==> config.mk <==
export PLATFORM = sky130hd
export DESIGN_NAME = wishbone_master
export DESIGN_NICKNAME = d
export VERILOG_FILES = /design/src/rtl/wishbone_master.sv
export SDC_FILE = /design/constraint.sdc
export NUM_CORES = 1
export LEC_CHECK = 0
export ABC_CLOCK_PERIOD_IN_PS = 4000
export BUFFER_PORTS_ARGS = -buffer_cell sky130_fd_sc_hd__buf_2
export CELL_PAD_IN_SITES_DETAIL_PLACEMENT = 1
export CELL_PAD_IN_SITES_GLOBAL_PLACEMENT = 1
export CORE_MARGIN = 3
export CORE_UTILIZATION = 39
export CTS_CLUSTER_DIAMETER = 200
export CTS_CLUSTER_SIZE = 8
export DETAILED_ROUTE_END_ITERATION = 16
export GPL_TIMING_DRIVEN = 0
export PLACE_DENSITY = 0.89
export SLEW_MARGIN = 0
export SYNTH_ARGS = -nofsm -noshare
export SYNTH_HDL_FRONTEND = slang
export SYNTH_SLANG_ARGS = --single-unit
export TNS_END_PERCENT = 100
==> constraint.sdc <==
create_clock -name clk_i -period 4 [get_ports clk_i]
set_input_delay 0 -clock clk_i [delete_from_list [all_inputs] [get_ports clk_i]]
set_output_delay 0 -clock clk_i [all_outputs]
set_load 0.01 [all_outputs]
==> src/rtl/wishbone_master.sv <==
// Wishbone classic single-cycle initiator.
// Converts one valid/ready command into one registered Wishbone read or write.
// Returns a one-cycle response pulse. Waits for the target to release ack before
// it accepts the next command. BUS and RELEASE waits are bounded by TIMEOUT.
module wishbone_master #(
   parameter int ADDR_W  = 32,
   parameter int DATA_W  = 32,
   parameter int TIMEOUT = 255
) (
   input  logic              clk_i,
   input  logic              rst_i,
   // command / response port
   // Handshake: a command transfers on a rising clk_i edge where cmd_valid_i and
   // cmd_ready_o are both 1; rsp_valid_o is a one-cycle pulse with no back-pressure.
   input  logic              cmd_valid_i,
   output logic              cmd_ready_o,
   input  logic              cmd_we_i,
   input  logic [ADDR_W-1:0] cmd_addr_i,
   input  logic [DATA_W-1:0] cmd_data_i,
   output logic              rsp_valid_o,
   output logic [DATA_W-1:0] rsp_data_o,
   output logic              rsp_err_o,
   output logic              bus_fault_o,
   // Wishbone initiator
   output logic              cyc_o,
   output logic              stb_o,
   output logic              we_o,
   output logic [ADDR_W-1:0] addr_o,
   output logic [DATA_W-1:0] data_o,
   input  logic [DATA_W-1:0] data_i,
   input  logic              ack_i,
   // debug view of the FSM state
   output logic [1:0]        state_o
);

   typedef enum logic [1:0] {
      IDLE    = 2'd0,
      BUS     = 2'd1,
      RELEASE = 2'd2
   } state_t;

   // A timeout of 0 disables the abort, but the counter still needs at least one bit.
   localparam int               CNT_W    = (TIMEOUT > 0) ? $clog2(TIMEOUT + 1) : 1;
   localparam bit               TO_EN    = (TIMEOUT != 0);
   localparam logic [CNT_W-1:0] CNT_LAST = CNT_W'((TIMEOUT > 0) ? (TIMEOUT - 1) : 0);
   localparam logic [CNT_W-1:0] CNT_SAT  = {CNT_W{1'b1}};

   state_t           state;
   logic [CNT_W-1:0] cnt;

   // The command port is ready only in IDLE, and never while reset is asserted.
   assign cmd_ready_o = (state == IDLE) & rst_i;
   assign state_o     = state;

   // Main FSM: every Wishbone and response output is a register.
   always_ff @(posedge clk_i or negedge rst_i) begin
      if (!rst_i) begin
         state       <= IDLE;
         cnt         <= '0;
         cyc_o       <= 1'b0;
         stb_o       <= 1'b0;
         we_o        <= 1'b0;
         addr_o      <= '0;
         data_o      <= '0;
         rsp_valid_o <= 1'b0;
         rsp_err_o   <= 1'b0;
         rsp_data_o  <= '0;
         bus_fault_o <= 1'b0;
      end else begin
         rsp_valid_o <= 1'b0;
         case (state)
            IDLE: begin
               if (cmd_valid_i) begin
                  we_o   <= cmd_we_i;
                  addr_o <= cmd_addr_i;
                  data_o <= cmd_data_i;
                  cyc_o  <= 1'b1;
                  stb_o  <= 1'b1;
                  cnt    <= '0;
                  state  <= BUS;
               end
            end
            BUS: begin
               if (ack_i) begin
                  // An ack on the timeout edge still completes normally.
                  cyc_o       <= 1'b0;
                  stb_o       <= 1'b0;
                  rsp_valid_o <= 1'b1;
                  rsp_err_o   <= 1'b0;
                  if (!we_o) begin
                     rsp_data_o <= data_i;
                  end
                  cnt   <= '0;
                  state <= RELEASE;
               end else if (TO_EN && (cnt == CNT_LAST)) begin
                  cyc_o       <= 1'b0;
                  stb_o       <= 1'b0;
                  rsp_valid_o <= 1'b1;
                  rsp_err_o   <= 1'b1;
                  rsp_data_o  <= '0;
                  cnt         <= '0;
                  state       <= RELEASE;
               end else if (cnt != CNT_SAT) begin
                  cnt <= cnt + CNT_W'(1);
               end
            end
            RELEASE: begin
               // The target holds ack until cyc/stb drop. Wait for it to let go.
               if (!ack_i) begin
                  cnt   <= '0;
                  state <= IDLE;
               end else if (TO_EN && (cnt == CNT_LAST)) begin
                  bus_fault_o <= 1'b1;
                  cnt         <= '0;
                  state       <= IDLE;
               end else if (cnt != CNT_SAT) begin
                  cnt <= cnt + CNT_W'(1);
               end
            end
            default: begin
               cyc_o <= 1'b0;
               stb_o <= 1'b0;
               cnt   <= '0;
               state <= IDLE;
            end
         endcase
      end
   end

endmodule

* Word-level counts from Yosys, hierarchy flattened
Cells that the tools add are included.
Word-level totals: register bits after elaboration 111, input port bits 101, output and inout bits 105, word-level logic and storage cells 53
Cells by class: $add $sub $neg 1, equality and inequality tests 8, mux-type cells 24, bitwise operators 2, reductions and logical operators 8
Operators with widths (count):
- two-way mux 32 bit | 3
- two-way mux 8 bit | 5
- case mux 8 bit (3 select lines) | 1
- AND reduction 3 bit | 4
- two-way mux 2 bit | 5
- adder 8 x 1 -> 8 bit, second input constant | 1
- equality test 8 bit, second input constant | 1
- two-way mux 1 bit | 8
- != test 8 bit, second input constant | 1
- != test 3 bit, second input constant | 2
- case mux 2 bit (3 select lines) | 1
- != test 2 bit, second input constant | 2
- AND reduction 2 bit | 2
- case mux 1 bit (3 select lines) | 1
- equality test 2 x 1 -> 1 bit, second input constant | 1
- equality test 2 bit, second input constant | 1
- zero test 2 bit | 1
- nonzero test 2 bit | 1
- bitwise AND 1 bit | 1
- inverter 1 bit | 1

* Logic depth before layout (Yosys ltp)
Gate-level depths: netlist of the first run.
word-level depth 5, gate-level depth with buffers 7, gate-level depth less buffers 6

* Worst setup path after synthesis of the first run
No wires, ideal clock.
kind reg-to-reg, from reg state[0] (netlist: state_o[0]), to reg addr_o[0], library setup time 0.125 ns, data arrival time 1.535 ns, data required time 3.875 ns, path slack 2.341 ns, cell stages (with the launch flop) 7, path buffers 2, period minus slack after synthesis 1.659 ns, cell sequence dfrtp_1 inv_1 ha_1 nand2_1 buf_2 buf_2 mux2_2
Between the ends: cells in the longest elaborated chain, start to end 2
RTL lines:
- start, declared | line 48 | state_t state;
- start signal, assigned | line 58 | state <= IDLE;
- start signal, assigned | line 80 | state <= BUS;
- start signal, assigned | line 94 | state <= RELEASE;
- zero test 2 bit | line 71 | case (state)
- AND reduction 2 bit (no source line)
- end signal, assigned | line 75 | addr_o <= cmd_addr_i;
- end, declared | line 28 | output logic [ADDR_W-1:0] addr_o,
Every way passes these cells. A chain may end at the register's enable or synchronous reset.

* Final worst setup path of the first run
from reg state[0] (netlist: state_o[0]), to reg addr_o[1]
The elaborated chain is that of the path after synthesis.

==> run summary, run 1 <==
Synth Area in Compound Gates = 0.122
PwrDens = 697 mW/mm²
R2r startpoint = state_o[0]
Post-DRT Antenna Nets = 0
Final hold violations = 0
Io pins = 206
Worst Tran Pin Value = 0.734 ns
Chip height = 112 µm
HPWL after DPL = 9480 µm
Synth Net Count = 401
Area grow syn2layout = 57.5%
Core Box Area = 0.0109 mm²
Total CTS buffers = 9
Router iterations before antenna repair = 4
Post-synthesis xor/xnor area fraction = 0
Latest clock arrival within the worst-skew pair = 0.33 ns
VDD IR-drop max = 0.000331 V
Drt drc = 0
Global-route wire length before repair = 24,600 µm
Top post-synthesis cells by area = dfrtp_1 63%, mux2_2 17%, a22o_1 6.0%
Die X = 112 µm
Initial Utilization = 0.402
Mean Syn Cell Area = 14.9 µm²
Worst-path fanout max = 10
Post-route clock period utilization = 0.480
Antenna Cells = 0
Post-synth top area cell = dfrtp_1
Yosys top cell area share = 0.632
CP endpoint kind = register
Setup TNS = 0 ns
Antenna violations before repair = 0
Post-Route WL = 15,800 µm
Total track usage = 0.250
Final hold slack = 0.273 ns
Fillers = 1,140
Grt ovf = 0
Netlist Area Pre-Place = 0.00439 mm²
CTS tree = done
Final worst slack = 2.08 ns
Reg2Reg Depth = 6
Post-CTS Setup Bufs = 0
Most common cell after layout, fill and taps aside = buf_2
Die area = 0.0126 mm²
Ys async rst share = 1.00
Mux cell area share after synthesis = 0.169
Setup violators final = 0
Max Cap Viol = 0
Seq/Total Area, Yosys = 0.632
Cell Rows = 38
CTS H-tree depth = 3
CP arrival = 2.13 ns
Worst R2R End = addr_o[1]
Seq cells post-synth = 111
Crit path launch type = register
Cell variety after synth = 38
RSZ-0062 raised after global routing = false
I/O Buffers = 205
Iter 0 DRT Violations = 150
Vias after detailed routing = 3,819
Cells after synthesis = 295
Adder-cell share of the synthesized area = 0.0142
CTS max path bufs = 2
Sinks on Clock Net = 111
Share of layout cells above drive strength 1 = 0.512
Synth Area in Simple Gates = 0.0325
CP required = 4.21 ns
Gpl congestion = 0.809
Number of global-route vias before repair = 4,413
Largest family of logic cells by synthesized area = multiplexers
Status = finished, final reports clean
Leakage = 3.45 nW
Setup Skew = 0.00674 ns
Reg clk slew, reported paths = 0.08 ns
Root Driver = clkbuf_16
Vias/cell = 5.04
Reg-to-reg setup timing slack = 2.08 ns
Tmin final = 1.92 ns
Synth warn = 0
Commonest non-fill, non-tap cells in the layout = 214 x buf_2, 111 x dfrtp_1, 100 x dlygate4sd3_1
Setup WS pre-CTS = 2.09 ns
Drt wl/cell = 20.9 µm
Hold Path Class = in -> async
Fin. max-slew vios = 0
Post-synth EDFFs = 0
Ys flop type = dfrtp_1
Max-slew headroom = 0.511
Fmax achieved = 521 MHz
Largest net degree at the start of global routing = 59
Nets = 718
Crit path kind = reg -> reg
Post-layout util = 0.632
-- area by class of cell --
type	count	area, µm²	area share
inverters	6	22.5	0.00326
repair buffers	306	2060	0.297
plain buffers	18	109	0.0157
multi-input cells	160	1480	0.214
flip-flops and latches	111	2780	0.402
clock inverters	5	40.0	0.00579
clock buffers	11	253	0.0365
well taps	140	175	0.0253
-- metrics by stage --
stage / power (mW) / area, µm² / std cells
2_1_floorplan: 2.94 / 4390 / 295
3_3_place_gp: 3.66 / 5590 / 640
3_5_place_dp: 3.79 / 5620 / 641
4_1_cts: 4.76 / 6920 / 757
5_1_grt: 5.09 / 6920 / 757
6_report: 4.82 / 6920 / 757
-- registers in the layout, summed over array words and instances, names as in the netlist --
register     count
data_o          32
we_o             1
bus_fault_o      1
state_o          2
rsp_data_o      32
cnt              8
stb_o            1
addr_o          32
rsp_err_o        1
rsp_valid_o      1
-- worst max-delay path by stage --
stage,cells past startpoint,slack (ns),startpoint,end
2_1_floorplan,6,2.34,state_o[0],addr_o[0]
3_3_place_gp,1,1.70,rst_i,rsp_data_o[25]
3_5_place_dp,6,2.09,state_o[0],data_o[18]
4_1_cts,6,2.07,state_o[0],data_o[17]
5_1_grt,6,1.94,state_o[0],addr_o[1]
6_report,6,2.08,state_o[0],addr_o[1]
-- synthesized netlist by cell type, drive strengths merged (2+ instances only) --
cell	count
a21oi	13
a22o	32
a31o	3
a31oi	3
a41o	2
a41oi	2
and2	2
and4	2
buf	14
clkbuf	4
dfrtp	111
ha	5
inv	6
mux2	66
nand2	6
nand3	4
nor2	3
o211a	3
o21ai	3
-- worst max-delay path, stage by stage, from the launching register on --
cell,delay (ns)
dfrtp_1,0.40
inv_1,0.09
ha_1,0.27
nand2_1,0.10
buf_2,0.24
buf_2,0.31
mux2_2,0.39
-- kinds of logic (layout without fill, tap and decap cells) --
family / Yosys count / in the layout
flip-flops: 111 / 111
AO/OA/AOI/OAI: 67 / 67
multiplexers: 66 / 66
buffers and inverters: 24 / 346
AND/OR/NAND/NOR: 22 / 22
adder cells (fa/ha/maj): 5 / 5
-- per-layer routing --
metal	GRT usage	vias to the layer above	wire, µm
li1	-	1716	-
met1	0.276	1928	5890
met2	0.482	146	8790
met3	0.0426	29	728
met4	0.0801	0	383
met5	0	-	0
-- power by group --
group | switching (mW) | leakage (nW) | internal [mW] | total, mW
clock network | 0.415 | 0.135 | 0.462 | 0.877
logic | 0.995 | 1.96 | 0.999 | 1.99
registers | 0.319 | 1.36 | 1.63 | 1.95
total | 1.73 | 3.45 | 3.09 | 4.82
-- what timing repair did --
item                                   in CTS  in global routing
hold buffers                              100                  0
gates resized for setup                     0                  0
endpoints found under the hold margin     152                  0
Note: power is estimated with default switching activity, not from simulation.
==> inputs of run 2 (changes only) <==
- ABC_AREA: default -> 1
- ABC_CLOCK_PERIOD_IN_PS: 4000 -> 1660
- CORE_UTILIZATION: 39 -> 33
- PLACE_DENSITY: 0.89 -> 0.81
- clock period: 4 -> 1.66 ns (I/O delays scaled with it)
==> run 2 against run 1 <==
Effect of this change:
- the run now ends with negative hold slack left
- largest cell class unchanged
- critical path depth is the same
- total power grew to 2.6 times the previous value
- first-iteration DRC count grew 39%
- via count grew 10%
- synthesized area grew 8.7%
- fmax grew 22%
- hold slack lost 0.57 ns
- clock skew shrank 0.0028 ns
- non-clock buffer count grew 11
- largest power group unchanged
==> run summary, run 2 <==
Sinks on Clock Net = 111
CP arrival = 1.81 ns
VDD IR-drop max = 0.000998 V
Synth Net Count = 501
Antenna violations before repair = 0
Final hold slack = -0.297 ns
Post-synth EDFFs = 0
Die X = 126 µm
CP required = 1.89 ns
Core Box Area = 0.0140 mm²
Tmin final = 1.58 ns
CTS tree = done
Root Driver = clkbuf_16
Number of global-route vias before repair = 4,881
Worst-path fanout max = 10
Antenna Cells = 0
Chip height = 126 µm
Status = complete, but fails checks
Post-DRT Antenna Nets = 0
CP endpoint kind = register
Number of cells on the critical path = 6
Slowest stage cell, crit path = dfrtp_1
RSZ-0062 raised after global routing = true
Drt drc = 0
Max Cap Viol = 0
HPWL after DPL = 10,100 µm
Vias after detailed routing = 4,204
Ys flop type = dfrtp_1
Top Registers = addr_o x32, data_o x32, rsp_data_o x32
Vias/cell = 4.64
PwrDens = 1660 mW/mm²
Io pins = 206
Worst Tran Pin Value = 0.745 ns
Post-synth top cells = 111 x dfrtp_1, 80 x nand2_1, 65 x mux2_2, 32 x o21ai_2, 24 x nand2_2
Ys async rst share = 1.00
Cells after synthesis = 395
Register area = 0.00278 mm²
Seq/Total Area, Yosys = 0.582
Final hold violations = 56
Initial Utilization = 0.341
Largest net degree at the start of global routing = 58
WP buf/inv = 3
Commonest non-fill, non-tap cells in the layout = 204 x buf_2, 109 x dfrtp_1, 102 x dlygate4sd3_1
Multi-input logic area = 0.00185 mm²
Die area = 0.0159 mm²
Setup violators final = 0
Setup Skew = 0.00398 ns
Max-slew headroom = 0.503
Crit path launch type = register
Crit path kind = reg -> reg
Total track usage = 0.205
Non-filler cells in the finished layout = 907
I/O Buffers = 204
Failing checks = negative hold slack
Yosys top cell area share = 0.582
Iter 0 DRT Violations = 209
Grt ovf = 0
Global-route wire length before repair = 25,700 µm
Fin. max-slew vios = 0
Most common cell after layout, fill and taps aside = buf_2
Fillers = 1,533
Placed cells = 780
Fmax achieved = 634 MHz
Top post-synthesis cells by area = dfrtp_1 58%, mux2_2 15%, nand2_1 6.3%
Crit path max-delay family = buffers and inverters
CTS H-tree depth = 3
Post-Route WL = 16,500 µm
Post-route clock period utilization = 0.951
Latest clock arrival within the worst-skew pair = 0.34 ns
Nets = 829
Most frequent cell after synthesis = dfrtp_1
Mean Syn Cell Area = 12.1 µm²
Cell variety after synth = 29
Reg2Reg Depth = 6
Gpl congestion = 0.801
CTS max path bufs = 2
Share of layout cells above drive strength 1 = 0.532
CP peak stage delay = 0.39 ns
Post-synth top area cell = dfrtp_1
Reg clk slew, reported paths = 0.07 ns
Area grow syn2layout = 59.2%
Total CTS buffers = 9
Netlist Area Pre-Place = 0.00477 mm²
Drt wl/cell = 18.2 µm
Critical path's most frequent cell = buf_6
Post-DP Area = 0.00605 mm²
Cell Rows = 43
Router iterations before antenna repair = 4
Cell chain of the critical path = inv_2 -> ha_4 -> nand2_1 -> buf_6 -> buf_6 -> mux2_2
Synth warn = 0
Leakage = 3.74 nW
Finished Cell Area = 0.00760 mm²
Hold Path Class = in -> async
Hold-fix buffers at CTS = 102
Seq cells post-synth = 111
-- run 2: cell count changes after synthesis, moves of 5 or more --
cell     before  now
nand2_2       0   24
nand2_1       6   80
a21oi_1      13    2
nand3_1       3    9
o21ai_2       1   32
buf_6         3    8
nor2_1        3    9
a22o_1       30    0
inv_1         6   14
nand4_1       0    6
-- run 2: cell families after synthesis --
group	after synthesis	share of synthesized area
flip-flops	111	0.582
multiplexers	65	0.153
AO/OA/AOI/OAI	42	0.0703
XOR/XNOR	2	0.00367
AND/OR/NAND/NOR	136	0.136
buffers and inverters	34	0.0420
adder cells (fa/ha/maj)	5	0.0131
-- run 2: path summary, 6_finish.rpt --
kind	startpoint	end	slack [ns]
max	state_o[0]	addr_o[1]	0.08
min	rst_i	data_o[10]	-0.30
max reg2reg	state_o[0]	addr_o[1]	0.08
min reg2reg	bus_fault_o	bus_fault_o	0.48
max in group asynchronous	rst_i	cnt[5]	1.21
min in group clk_i	ack_i	stb_o	0.17
-- run 2: layer usage --
layer	share of wire	GRT usage	vias to the layer above
met5	0	0	-
met4	0.037	0.0770	0
met3	0.046	0.0458	38
met2	0.57	0.399	141
met1	0.35	0.213	2063
li1	-	-	1962
-- run 2: timing repair --
| action | 4_1_cts | 5_1_grt |
|---|---|---|
| setup buffers | 3 | 4 |
| pin swaps | 0 | 2 |
| endpoints found under the hold margin | 154 | 56 |
| gates resized for setup | 18 | 18 |
| endpoints found under the setup margin | 68 | 81 |
| cloned | 2 | 1 |
-- run 2: through the flow --
| stage | setup TNS [ns] | total power, mW | utilization | setup WS, ns |
|---|---|---|---|---|
| after floorplan | 0 | 7.54 | - | 0.0108 |
| after global placement | -82.19 | 9.39 | 0.430 | -0.672 |
| after detailed placement | -11.31 | 9.71 | 0.432 | -0.238 |
| after CTS | 0 | 12.3 | 0.535 | 0.00959 |
| after global routing | -0.0746 | 13.4 | 0.543 | -0.0148 |
| final | 0 | 12.6 | 0.543 | 0.0817 |
-- run 2: power by group --
| part | internal, mW | leakage (nW) | total (mW) | switching, mW |
|---|---|---|---|---|
| combinational | 2.77 | 2.23 | 5.63 | 2.87 |
| clock | 1.21 | 0.142 | 2.18 | 0.966 |
| sequential | 3.98 | 1.37 | 4.80 | 0.816 |
-- run 2: cell type report --
class	instances	area share
buffer	19	0.0265
clock buffer	11	0.0319
clock inverter	4	0.00725
inverter	15	0.00774
multi-input combinational	251	0.243
sequential	111	0.366
tap	180	0.0296
timing repair buffer	316	0.288
-- run 2: worst reg2reg max path: cells and delay by family (launching register included) --
kind | cells | cell delay (ns)
adders and majority gates | 1 | 0.17
buffers and inverters | 3 | 0.42
DFF | 1 | 0.39
muxes | 1 | 0.36
and+or+nand+nor | 1 | 0.12
==> inputs of run 3 (changes only) <==
- ABC_AREA: 1 -> default
- CAP_MARGIN: default -> 10
- CORE_UTILIZATION: 33 -> 32
- PLACE_DENSITY: 0.81 -> 0.79
- REMOVE_ABC_BUFFERS: default -> 1
==> run 3 against run 2 <==
Effect of this change:
- the run ends with negative hold slack, negative setup slack left
- clock skew rose by 0.0032 ns
- combinational power shrank 8.9%
- non-clock buffer count fell by 14
- highest routed layer unchanged
- wire length fell by 3.2%
- sequential power is 3% lower
- critical path type unchanged
- critical endpoint is now rsp_data_o[0]
- largest power group unchanged
- count of clock-buffer cells in the layout up 2
- total power is 4.6% lower
==> run summary, run 3 (same netlist as run 1, synthesis figures left out) <==
Status = complete, but fails checks
Failing checks = negative hold slack, negative setup slack
Latest clock arrival within the worst-skew pair = 0.34 ns
Top Registers = addr_o x32, data_o x32, rsp_data_o x32
Share of layout cells above drive strength 1 = 0.545
Number of global-route vias before repair = 4,391
CTS max path bufs = 2
Global-route wire length before repair = 23,800 µm
I/O Buffers = 205
Gpl congestion = 0.761
Initial Utilization = 0.329
Non-filler cells in the finished layout = 792
Post-route clock period utilization = 1.02
Core Box Area = 0.0133 mm²
Fmax achieved = 589 MHz
CTS tree = done
Most common cell after layout, fill and taps aside = buf_2
Tmin final = 1.70 ns
Worst Tran Pin Value = 0.725 ns
Chip height = 123 µm
Commonest non-fill, non-tap cells in the layout = 204 x buf_2, 106 x dfrtp_1, 98 x dlygate4sd3_1
RSZ-0062 raised after global routing = true
Register area = 0.00278 mm²
Fin. max-slew vios = 0
Cell Rows = 42
Total track usage = 0.210
Post-Route WL = 16,000 µm
Worst-path fanout max = 8
CTS H-tree depth = 3
Setup violators final = 20
Grt ovf = 0
Final worst slack = -0.0380 ns
Max-slew headroom = 0.517
Root Driver = clkbuf_16
Max Cap Viol = 0
Die X = 123 µm
Placed cells = 660
Cell chain of the critical path = inv_2 -> ha_4 -> nand3_4 -> nor3_4 -> buf_6 -> buf_12 -> o21ai_4 -> buf_16 -> a22o_1
Final hold violations = 54
Nets = 717
R2r startpoint = cnt[0]
Drt wl/cell = 20.2 µm
Iter 0 DRT Violations = 137
HPWL after DPL = 8450 µm
Hold-fix buffers at CTS = 98
Hold Path Class = in -> async
Drt drc = 0
Vias after detailed routing = 3,850
Final hold slack = -0.289 ns
Router iterations before antenna repair = 6
Post-DRT Antenna Nets = 0
Multi-input logic area = 0.00166 mm²
Die area = 0.0152 mm²
PwrDens = 1660 mW/mm²
Leakage = 3.53 nW
Io pins = 206
CP required = 1.88 ns
Finished Cell Area = 0.00725 mm²
CP peak stage delay = 0.41 ns
Fillers = 1,391
Post-layout util = 0.543
CP arrival = 1.92 ns
Setup Skew = 0.00718 ns
Setup WS pre-CTS = -0.646 ns
Reg2Reg Depth = 9
Area grow syn2layout = 65.2%
Worst R2R End = rsp_data_o[0]
Antenna violations before repair = 0
Reg-to-reg setup timing slack = -0.04 ns
Power consumption = 12.0 mW
Crit path from = cnt[0]
Slowest stage cell, crit path = dfrtp_1
Post-DP Area = 0.00558 mm²
VDD IR-drop max = 0.000838 V
Antenna Cells = 0
Sinks on Clock Net = 111
Vias/cell = 4.86
Setup TNS = -0.293 ns
Largest net degree at the start of global routing = 59
Total CTS buffers = 9
Crit path kind = reg -> reg
Reg clk slew, reported paths = 0.07 ns
CP endpoint kind = register
Crit path launch type = register
[run 3: changes by cell type in the layout (fill, tap and decap cells not counted), moves of 6 or more]
cell | previous run | this run
a21oi_1 | 1 | 13
a22o_1 | 0 | 30
buf_6 | 10 | 2
inv_1 | 11 | 5
nand2_1 | 76 | 4
nand2_2 | 26 | 1
nand3_1 | 9 | 3
nand4_1 | 6 | 0
nor2_1 | 8 | 2
o21ai_2 | 32 | 0
[run 3: critical path: cells and delay by family (launching register included)]
kind                     cells  cell delay [ns]
AO/OA/AOI/OAI                2             0.28
adder cells (fa/ha/maj)      1             0.14
buffers and inverters        4             0.51
flip-flops                   1             0.41
AND/OR/NAND/NOR              2             0.24
[run 3: final cells by class]
class	instances	area share
Tap cell	176	0.0304
Multi-Input combinational cell	162	0.229
Inverter	6	0.00310
Clock buffer	13	0.0373
Clock inverter	3	0.00552
Timing Repair Buffer	321	0.311
Sequential cell	111	0.384
[run 3: repair_timing]
item | 4_1_cts | 5_1_grt
buffers inserted | 12 | 2
gates resized for setup | 25 | 12
setup endpoints to repair | 106 | 41
pin swaps | 5 | 5
gates cloned | 4 | 0
endpoints found under the hold margin | 153 | 54
[run 3: worst max-delay path by stage]
stage                                end  slack [ns]  cells past startpoint
final                      rsp_data_o[0]       -0.04                      9
after detailed placement  rsp_data_o[20]       -0.65                      6
after global routing       rsp_data_o[0]       -0.10                      9
after global placement        addr_o[31]       -1.65                      4
after floorplan                addr_o[0]       -1.01                      4
after CTS                 rsp_data_o[20]       -0.04                      9
[run 3: layer usage]
metal  vias up  global-route usage  share of wire
li1       1715                   -              -
met1      1948               0.220           0.36
met2       157               0.403           0.56
met3        30              0.0467          0.049
met4         0              0.0851          0.030
met5         -                   0              0
[run 3: power breakdown]
group / switching [mW] / internal (mW)
Sequential: 0.709 / 3.93
Combinational: 2.53 / 2.60
Clock: 0.965 / 1.29
Total: 4.21 / 7.82
